## config.mk

```make
export PLATFORM = sky130hd
export DESIGN_NAME = line_sensor_decode
export DESIGN_NICKNAME = d
export VERILOG_FILES = /design/src/rtl/line_sensor_decode.sv
export SDC_FILE = /design/constraint.sdc
export NUM_CORES = 1
export LEC_CHECK = 0
export BUFFER_PORTS_ARGS = -buffer_cell sky130_fd_sc_hd__clkbuf_2
export CAP_MARGIN = 15
export CELL_PAD_IN_SITES_DETAIL_PLACEMENT = 2
export CELL_PAD_IN_SITES_GLOBAL_PLACEMENT = 2
export CORE_MARGIN = 2
export CORE_UTILIZATION = 40
export DETAILED_ROUTE_END_ITERATION = 8
export PLACE_DENSITY = 0.9
export SETUP_SLACK_MARGIN = 0.02
export SYNTH_ARGS = -nofsm -noshare
export SYNTH_HDL_FRONTEND = slang
export SYNTH_SLANG_ARGS = --single-unit
```

## constraint.sdc

```tcl
create_clock -name clk -period 4.15 [get_ports clk]
set_clock_uncertainty 0.2 [all_clocks]
set_input_delay 0 -clock clk [delete_from_list [all_inputs] [get_ports clk]]
set_output_delay 0 -clock clk [all_outputs]
set_load 0.02 [all_outputs]
```

## src/rtl/line_sensor_decode.sv

```systemverilog
// Line-sensor front end: synchronises and debounces the five IR sensors, decodes the
// filtered pattern into dirControl and runs the junction-hold and lost-line search FSM.
module line_sensor_decode #(
    parameter int DEBOUNCE_CYCLES = 50_000,
    parameter int JNC_HOLD        = 25_000_000,
    parameter int LOST_TIMEOUT    = 100_000_000,
    parameter int CNT_W           = 27
) (
    input  logic       clk,
    input  logic       rst,
    input  logic [4:0] sensor,
    output logic [3:0] dirControl,
    output logic       junction,
    output logic       lineLost
);
    typedef enum logic [1:0] {S_TRACK, S_JUNCTION, S_SEARCH, S_LOST} state_t;
    typedef enum logic [1:0] {SIDE_NONE, SIDE_LEFT, SIDE_RIGHT} side_t;

    localparam logic [CNT_W-1:0] DEB_LAST  = CNT_W'(DEBOUNCE_CYCLES - 1);
    localparam logic [CNT_W-1:0] HOLD_END  = CNT_W'(JNC_HOLD);
    localparam logic [CNT_W-1:0] LOST_LAST = CNT_W'(LOST_TIMEOUT - 1);
    localparam logic [4:0]       PAT_RESET = 5'b00100;
    localparam logic [3:0]       DIR_STOP  = 4'b1100;

    logic [4:0]       r_sync1, r_sync2, r_cand, r_filtered;
    logic [CNT_W-1:0] r_deb_cnt, w_deb_next;
    state_t           r_state;
    side_t            r_side, w_cmd_side;
    logic [CNT_W-1:0] r_hold_cnt, r_search_cnt, w_search_next;
    logic [3:0]       r_dir, w_cmd, w_search_dir;
    logic             w_cmd_valid, w_is_jnc, w_is_empty;
    logic             r_junction, r_lost;

    // Counter restarts whenever the synchronised value moves away from the candidate.
    assign w_deb_next = (r_sync2 != r_cand)    ? '0 :
                        (r_deb_cnt == DEB_LAST) ? r_deb_cnt : r_deb_cnt + CNT_W'(1);

    assign w_search_next = (r_search_cnt == LOST_LAST) ? r_search_cnt
                                                        : r_search_cnt + CNT_W'(1);

    always_ff @(posedge clk or negedge rst) begin
        if (!rst) begin
            r_sync1    <= PAT_RESET;
            r_sync2    <= PAT_RESET;
            r_cand     <= PAT_RESET;
            r_deb_cnt  <= '0;
            r_filtered <= PAT_RESET;
        end else begin
            // NOTE: non-blocking assignments keep every register sampling pre-edge values.
            r_sync1   <= sensor;
            r_sync2   <= r_sync1;
            r_cand    <= r_sync2;
            r_deb_cnt <= w_deb_next;
            if (w_deb_next == DEB_LAST)
                r_filtered <= r_sync2;
        end
    end

    always_comb begin
        // NOTE: every combinational output gets a default first so no latch is inferred.
        w_cmd       = 4'b0000;
        w_cmd_valid = 1'b1;
        w_is_jnc    = 1'b0;
        w_is_empty  = 1'b0;
        case (r_filtered)
            5'b00100, 5'b01110: w_cmd = 4'b0000;
            5'b01100:           w_cmd = 4'b0101;
            5'b00110:           w_cmd = 4'b1001;
            5'b01000, 5'b11000: w_cmd = 4'b0110;
            5'b00010, 5'b00011: w_cmd = 4'b1010;
            5'b10000:           w_cmd = 4'b0111;
            5'b00001:           w_cmd = 4'b1011;
            5'b11111, 5'b11110, 5'b01111, 5'b11100, 5'b00111: begin
                w_cmd_valid = 1'b0;
                w_is_jnc    = 1'b1;
            end
            5'b00000: begin
                w_cmd_valid = 1'b0;
                w_is_empty  = 1'b1;
            end
            default: w_cmd_valid = 1'b0;
        endcase

        case (w_cmd[3:2])
            2'b01:   w_cmd_side = SIDE_LEFT;
            2'b10:   w_cmd_side = SIDE_RIGHT;
            default: w_cmd_side = SIDE_NONE;
        endcase

        case (r_side)
            SIDE_LEFT:  w_search_dir = 4'b0111;
            SIDE_RIGHT: w_search_dir = 4'b1011;
            default:    w_search_dir = 4'b0000;
        endcase
    end

    always_ff @(posedge clk or negedge rst) begin
        if (!rst) begin
            r_state      <= S_TRACK;
            r_side       <= SIDE_NONE;
            r_hold_cnt   <= '0;
            r_search_cnt <= '0;
            r_dir        <= 4'b0000;
            r_junction   <= 1'b0;
            r_lost       <= 1'b0;
        end else begin
            r_junction <= 1'b0;
            case (r_state)
                S_TRACK: begin
                    if (w_is_jnc) begin
                        r_state    <= S_JUNCTION;
                        r_dir      <= DIR_STOP;
                        r_junction <= 1'b1;
                        r_hold_cnt <= '0;
                    end else if (w_is_empty) begin
                        r_state      <= S_SEARCH;
                        r_dir        <= w_search_dir;
                        r_search_cnt <= '0;
                    end else if (w_cmd_valid) begin
                        r_dir  <= w_cmd;
                        r_side <= w_cmd_side;
                    end
                end
                S_JUNCTION: begin
                    // The drive block is mid-turn until the hold expires; ignore the sensors.
                    if (r_hold_cnt != HOLD_END) begin
                        r_hold_cnt <= r_hold_cnt + CNT_W'(1);
                    end else if (!w_is_jnc && !w_is_empty) begin
                        r_state <= S_TRACK;
                        if (w_cmd_valid) begin
                            r_dir  <= w_cmd;
                            r_side <= w_cmd_side;
                        end
                    end
                end
                S_SEARCH: begin
                    if (w_is_jnc) begin
                        r_state      <= S_JUNCTION;
                        r_dir        <= DIR_STOP;
                        r_junction   <= 1'b1;
                        r_hold_cnt   <= '0;
                        r_search_cnt <= '0;
                    end else if (!w_is_empty) begin
                        r_state      <= S_TRACK;
                        r_search_cnt <= '0;
                        if (w_cmd_valid) begin
                            r_dir  <= w_cmd;
                            r_side <= w_cmd_side;
                        end
                    end else begin
                        r_search_cnt <= w_search_next;
                        if (w_search_next == LOST_LAST) begin
                            r_state <= S_LOST;
                            r_dir   <= DIR_STOP;
                            r_lost  <= 1'b1;
                        end
                    end
                end
                S_LOST: begin
                    if (w_is_jnc) begin
                        r_state    <= S_JUNCTION;
                        r_dir      <= DIR_STOP;
                        r_junction <= 1'b1;
                        r_hold_cnt <= '0;
                        r_lost     <= 1'b0;
                    end else if (!w_is_empty) begin
                        r_state      <= S_TRACK;
                        r_lost       <= 1'b0;
                        r_search_cnt <= '0;
                        if (w_cmd_valid) begin
                            r_dir  <= w_cmd;
                            r_side <= w_cmd_side;
                        end
                    end
                end
                default: r_state <= S_TRACK;
            endcase
        end
    end

    assign dirControl = r_dir;
    assign junction   = r_junction;
    assign lineLost   = r_lost;
endmodule

```

==> impl_results.md, run 1 <==
- Gr ovfl total: 0
- Clk sinks: 111
- Post-place instance area: about 6700 sq um
- Worst rel slew slack: a little under two fifths
- WP data required: between 4000 and 5000 ps
- Routed len/inst: 23.27 um
- Vias in the first global route: 6566
- Launch point of the worst reg-to-reg path: r_deb_cnt[1]
- Syn. warnings: 0
- Synth area leaders: dfrtp_1 41%, xor2_1 5.0%, nor2_1 4.9%
- Synth Flop Type: dfrtp_1
- CP max-delay cell: or4_2
- Antenna diodes: 0
- Flops & latches, synth: 111
- Slew @ Worst Pin: 940.4 ps
- Area Growth Syn to Fin: 10.80%
- CP Max Fanout: 6
- Share of cells above drive strength 1: 10.50%
- Critical path arrival: between 4000 and 5000 ps
- Worst-path clk slew: 90 ps
- Critical path cell sequence: ha_1 > nand3_1 > nor4_4 > nand4_1 > xor2_1 > nor2_1 > or4_2 > or4_1 > mux2_4
- DR pass1 iterations: 5
- Setup_tns: 0 ps
- Final setup vio count: 0
- Post-Syn Area: 6462 sq um
- GRT Util Overall: a little over a quarter
- Share of flip-flops with an asynchronous set or reset after synthesis: 100.0%
- Worst Hold Class: in -> reg
- Number of antenna violations at the first check in global routing: 0
- First-pass GRT wire length: 36570 um
- Area of the core: around 16000 sq um
- Port buffer count: 12
- Crit Path Class: reg -> reg
- Design area: 7161 sq um
- H-tree depth: 3
- CP Launch Point: r_deb_cnt[1]
- DR DRC count: 0
- Worst setup EP type: register
- Setup Buffers After CTS: 0
- Hold Vio Cnt, Final: 0
- Die W: 131.1 um
- Vias per inst: 6.141
- Top-level I/O count: 13
- Die Ht: 131.1 um
- Syn Nets: roughly 740
- Vias: 5828
- Min Tclk post-route: 3954 ps
- CTS Root Cell: clkbuf_16
- Footprint of the multi-input gates: approximately 3400 sq um
- Peak VDD IR: 252.9 uV
- Row count: 46
- Post-synthesis cell type count: 79
- Reg2reg end: r_filtered[4]
- Max_cap viols: 0
- Pwr Density: 296.0 nW/um^2
- Fin crit share: 95.27%
- Antenna viol nets, final: 0
- CP Launch Type: register
- Filler Cell Count: around 1700
- Bufs on Longest Clock Path: 2
- Run status: finished, final reports clean
- CTS tree: done
- FF+latch area: 2783 sq um
- Mapped Avg Cell Area: 8.865 sq um
- Top cell type by total area after synthesis: dfrtp_1
- Num CTS Buffers: 9
- Routed wire length: between 20000 and 25000 um
- Top cell type's share of synthesized area: around 41%
- Post-Syn Instances: 729
- Worst r2r path cells: 9
- Final Slew Violations: 0
- Initial detailed-routing violation count: 355
- Largest net degree at the start of global routing: 53
- Hold path depth: 2
- Buf+Inv Stages, Crit Path: 0
- Leak: 0.002841 uW
- RSZ-0062 raised after global routing: no
- Top delay family on crit path: simple AND/OR/NAND/NOR gates
- # nets final: between 700 and 800
- Latest clock arrival within the worst-skew pair: 380 ps
- Die area: 17190 sq um
- Register area share after synthesis: about 43%
- Hold path startpoint: sensor[2]
- Initial core utilization: between 40 and 50%
- Post-synth EDFFs: 0
- Post-detail-place hpwl: around 15000 um
- RePlAce Congestion: 0.8626
- Highest clock rate: about 250 MHz
- Total power: 2119 uW
- Worst path max stage delay: around 700 ps
- WHS Endpoint: r_sync1[2]
- Reg2reg setup slack: 200 ps
layout make-up:
| class | instances | area share, % |
|---|---|---|
| Clock buffer | 9 | 3.145 |
| Clock inverter | 7 | 1.503 |
| Inverter | 16 | 0.8387 |
| Multi-Input combinational cell | 555 | 48.17 |
| Sequential cell | 111 | 38.86 |
| Tap cell | 216 | 3.774 |
| Timing Repair Buffer | 35 | 3.704 |
worst max path at each step:
stage                         end  slack [ps]  cells after the start
finish              r_filtered[4]         200                      9
floorplan           r_filtered[0]         500                     10
CTS                 r_filtered[4]          60                      9
detailed placement  r_filtered[0]         270                      9
global route        r_filtered[3]          30                      9
global placement    r_filtered[4]         530                      9
timing repair:
action | 4_1_cts | 5_1_grt
endpoints found under the setup margin | 0 | 5
hold buffers | 8 | 0
endpoints found under the hold margin | 112 | 0
resized for setup | 0 | 3
cell usage in the layout, fill, tap and decap left out, types with 8 or more instances in the layout:
master       n
a21oi_1     36
a31oi_1      8
nand3_1     36
buf_4       16
nor2_1      85
and3_1      15
nor4_1      14
nand2_1     60
dfrtp_1    107
o21ai_0     57
inv_1       16
nand4_1     26
xor2_1      37
xnor2_1     25
o31ai_1     11
clkbuf_2    11
clkbuf_16    9
nor3_1      20
state kept, by name (all words and copies together) (netlist names):
register / flops
r_deb_cnt: 27
r_hold_cnt: 27
r_search_cnt: 27
r_cand: 5
r_filtered: 5
r_sync1: 5
r_sync2: 5
dirControl: 4
r_side: 2
r_state: 2
junction: 1
lineLost: 1
worst reg2reg max path, delay by kind of cell, from the launching register on:
| kind | cells | cell delay, ps |
|---|---|---|
| mux | 1 | 360 |
| simple gates | 6 | 2280 |
| fa+ha+maj | 1 | 320 |
| xor+xnor | 1 | 210 |
| flops | 1 | 480 |
cells by family after synthesis:
kind of cell	after synthesis	synth area share (%)
AO/OA/AOI/OAI	158	15.26
XOR/XNOR	62	8.403
adder cells (fa/ha/maj)	6	1.162
buffers and inverters	63	3.950
flip-flops	111	43.06
multiplexers	12	2.285
AND/OR/NAND/NOR	317	25.89
per-layer routing:
metal  wire length, um  GRT usage [%]
met3               636          4.900
met4               567          8.937
met2             11400          47.08
met1              9477          32.86
met5                 0              0
report_power, final:
group	switching, uW	internal (uW)	total [uW]
combinational	31.1	13.7	44.8
sequential	5.89	1090	1100
clock	485	494	979
cells in the mapped netlist (3+ instances only):
| master | count |
|---|---|
| dfrtp_1 | 107 |
| nor4b_1 | 3 |
| o21ai_0 | 57 |
| nor4_1 | 16 |
| and2_1 | 5 |
| o41ai_1 | 4 |
| o211ai_1 | 3 |
| o21bai_1 | 3 |
| nand4_1 | 26 |
| xor2_1 | 37 |
| nand2_1 | 60 |
| a211oi_1 | 4 |
| nor2_1 | 85 |
| nor3_1 | 20 |
| dfstp_2 | 4 |
| a21oi_1 | 36 |
| mux2_4 | 5 |
| nand3_1 | 36 |
| and3_1 | 16 |
| inv_1 | 16 |
| nand2b_1 | 3 |
| or3_1 | 6 |
| mux2i_1 | 5 |
| buf_2 | 7 |
| o22ai_1 | 3 |
| clkbuf_1 | 35 |
| nor2b_1 | 6 |
| nand3b_1 | 4 |
| ha_1 | 6 |
| and4_1 | 6 |
| or2_2 | 3 |
| a31oi_1 | 8 |
| or4_1 | 3 |
| o31ai_1 | 11 |
| xnor2_1 | 25 |
per-stage QoR:
stage | utilization [%] | hold WS, ps | cells | setup WS, ps
after global routing | 45.24 | 53.33 | 949 | 31.60
after global placement | 42.47 | -275.2 | 925 | 531.5
after floorplan | - | -495.6 | 729 | 497.1
after detailed placement | 42.47 | -266.0 | 925 | 266.6
after CTS | 45.14 | 40.47 | 949 | 60.95
final | 45.24 | 61.21 | 949 | 196.4
(Power assumes the default switching activity.)
==> inputs of run 2 (changes only) <==
MAX_ROUTING_LAYER = met4   (was unset)
RECOVER_POWER = 100   (was unset)
==> impl_results.md, run 2 (same netlist as run 1, synthesis figures left out) <==
- Run status: finished, violations left
- Failing checks: max-capacitance violations, max-slew violations
- Worst path max stage delay: 700 ps
- # nets final: 741
- Routed wire length: 22060 um
- Critical path cell sequence: ha_1 > nand3_1 > nor4_4 > nand4_1 > xor2_1 > nor2_1 > or4_2 > or4_1 > mux2_1
- Pwr Density: just under 300 nW/um^2
- Area of the core: between 15000 and 20000 sq um
- Post-detail-place hpwl: 14520 um
- Top-level I/O count: 13
- Max_cap viols: 2
- Leak: around 0.0028 uW
- Die Ht: about 130 um
- Worst setup EP type: register
- FF+latch area: 2783 sq um
- Top flop regs: r_deb_cnt: 27 flops, r_hold_cnt: 27 flops, r_search_cnt: 27 flops
- DR pass1 iterations: 4
- Critical path arrival: ~4000 ps
- Seq pwr share: 51.8%
- Total power: 2113 uW
- Area Growth Syn to Fin: 9.564%
- CP Launch Type: register
- Commonest non-fill, non-tap cells in the layout: 107 x dfrtp_1, 85 x nor2_1, 60 x nand2_1
- Vias: 5810
- Hold Vio Cnt, Final: 0
- Final setup vio count: 0
- Fin util: 44.74%
- Comb power frac: 1.9%
- H-tree depth: 3
- Die W: approximately 130 um
- Switching pwr: 519.4 uW
- Routed len/inst: 23.24 um
- RePlAce Congestion: 0.8766
- Port buffer count: 12
- Pint: 1594 uW
- Number of antenna violations at the first check in global routing: 0
- Initial core utilization: 40.83%
- Worst rel slew slack: -42.03%
- Antenna diodes: 0
- Final worst slack: 199.0 ps
- Die area: 17190 sq um
- Pre-CTS WS: 266.6 ps
- RSZ-0062 raised after global routing: no
- CP Max Fanout: 6
- Filler Cell Count: 1719
- Setup_tns: 0 ps
- Highest clock rate: roughly 250 MHz
- Clk sinks: 111
- Sw Ratio: 24.58%
- Footprint of the multi-input gates: ~3400 sq um
- Worst-path clk slew: 80 ps
- GRT Util Overall: 27.49%
- Vias in the first global route: 6558
- Crit Path Class: reg -> reg
- CTS tree: done
- Num CTS Buffers: 9
- Peak VDD IR: 253.5 uV
- Bufs on Longest Clock Path: 2
- Row count: 46
- Antenna viol nets, final: 0
- First-pass GRT wire length: roughly 37000 um
- Worst Hold Class: in -> reg
- CTS Root Cell: clkbuf_16
- Share of cells above drive strength 1: about 7.5%
- Initial detailed-routing violation count: ~330
- DR DRC count: 0
- CP max-delay cell: or4_2
- Min Tclk post-route: 3951 ps
- WP data required: 4200 ps
- Vias per inst: 6.122
- Final Slew Violations: 66
- Placed insts: 925
- Most common cell after layout, fill and taps aside: dfrtp_1
- Setup Buffers After CTS: 0
- Gr ovfl total: 0
- Largest net degree at the start of global routing: between 50 and 60
- Slew @ Worst Pin: 2130 ps
- Clock power share: between 40% and 50%
- Fin cells: between 900 and 1000
- Latest clock arrival within the worst-skew pair: 370 ps
- Fin crit share: 95.20%
-- run 2: cell types whose count changed in the layout (fill, tap and decap cells not counted), moves of 2 or more --
cell,change
and2_1,-2
mux2_1,+5
clkbuf_1,+15
mux2_4,-5
buf_4,-9
and2_0,+2
clkbuf_2,-5
-- run 2: routing by layer --
layer	wire length [um]	up-vias	global-route usage, %
met5	0	-	-
met4	551	0	8.937
met3	621	49	4.861
met2	11400	116	46.93
met1	9481	3035	33.14
li1	-	2610	-
-- run 2: cell type report --
class                      count  area share (%)
multi-input combinational    555           48.38
sequential                   111           39.30
tap                          216           3.817
clock buffer                   9           3.181
timing repair buffer          35           2.951
clock inverter                 7           1.520
inverter                      16          0.8482
-- run 2: power by group through the flow --
| stage | combinational [uW] | clock [uW] | sequential [uW] |
|---|---|---|---|
| detailed placement | 37.8 | 0 | 1120 |
| global route | 47.2 | 1030 | 1100 |
| global placement | 35.4 | 0 | 1120 |
| finish | 40.9 | 977 | 1090 |
| CTS | 46.1 | 998 | 1100 |
| floorplan | 8.05 | 0 | 1110 |
-- run 2: path summary, 6_finish.rpt --
path / from / end / slack, ps / depth (start not counted)
min in group asynchronous: rst / r_deb_cnt[21] / 1070 / 4
max in group asynchronous: rst / r_hold_cnt[11] / 1100 / 4
min reg2reg: r_sync1[1] / r_sync2[1] / 160 / 0
max reg2reg: r_deb_cnt[1] / r_filtered[3] / 200 / 9
min: sensor[2] / r_sync1[2] / 60 / 2
max: r_deb_cnt[1] / r_filtered[3] / 200 / 9
-- run 2: what timing repair did --
item,CTS,global route
resized for setup,0,3
endpoints found under the hold margin,112,0
hold buffers,8,0
setup endpoints to repair,0,5
-- run 2: stage by stage --
stage          hold WS (ps)  area (sq um)
3_3_place_gp         -275.2          6721
5_1_grt               53.35          7081
4_1_cts               40.47          7144
2_1_floorplan        -495.6          6462
6_report              62.16          7081
3_5_place_dp         -266.0          6721
-- run 2: worst max-delay path, delay by kind of cell, from the launching register on --
family	cells	cell delay (ps)
adders and majority gates	1	310
and+or+nand+nor	6	2260
xor gates and xnor gates	1	220
muxes	1	380
DFF	1	460
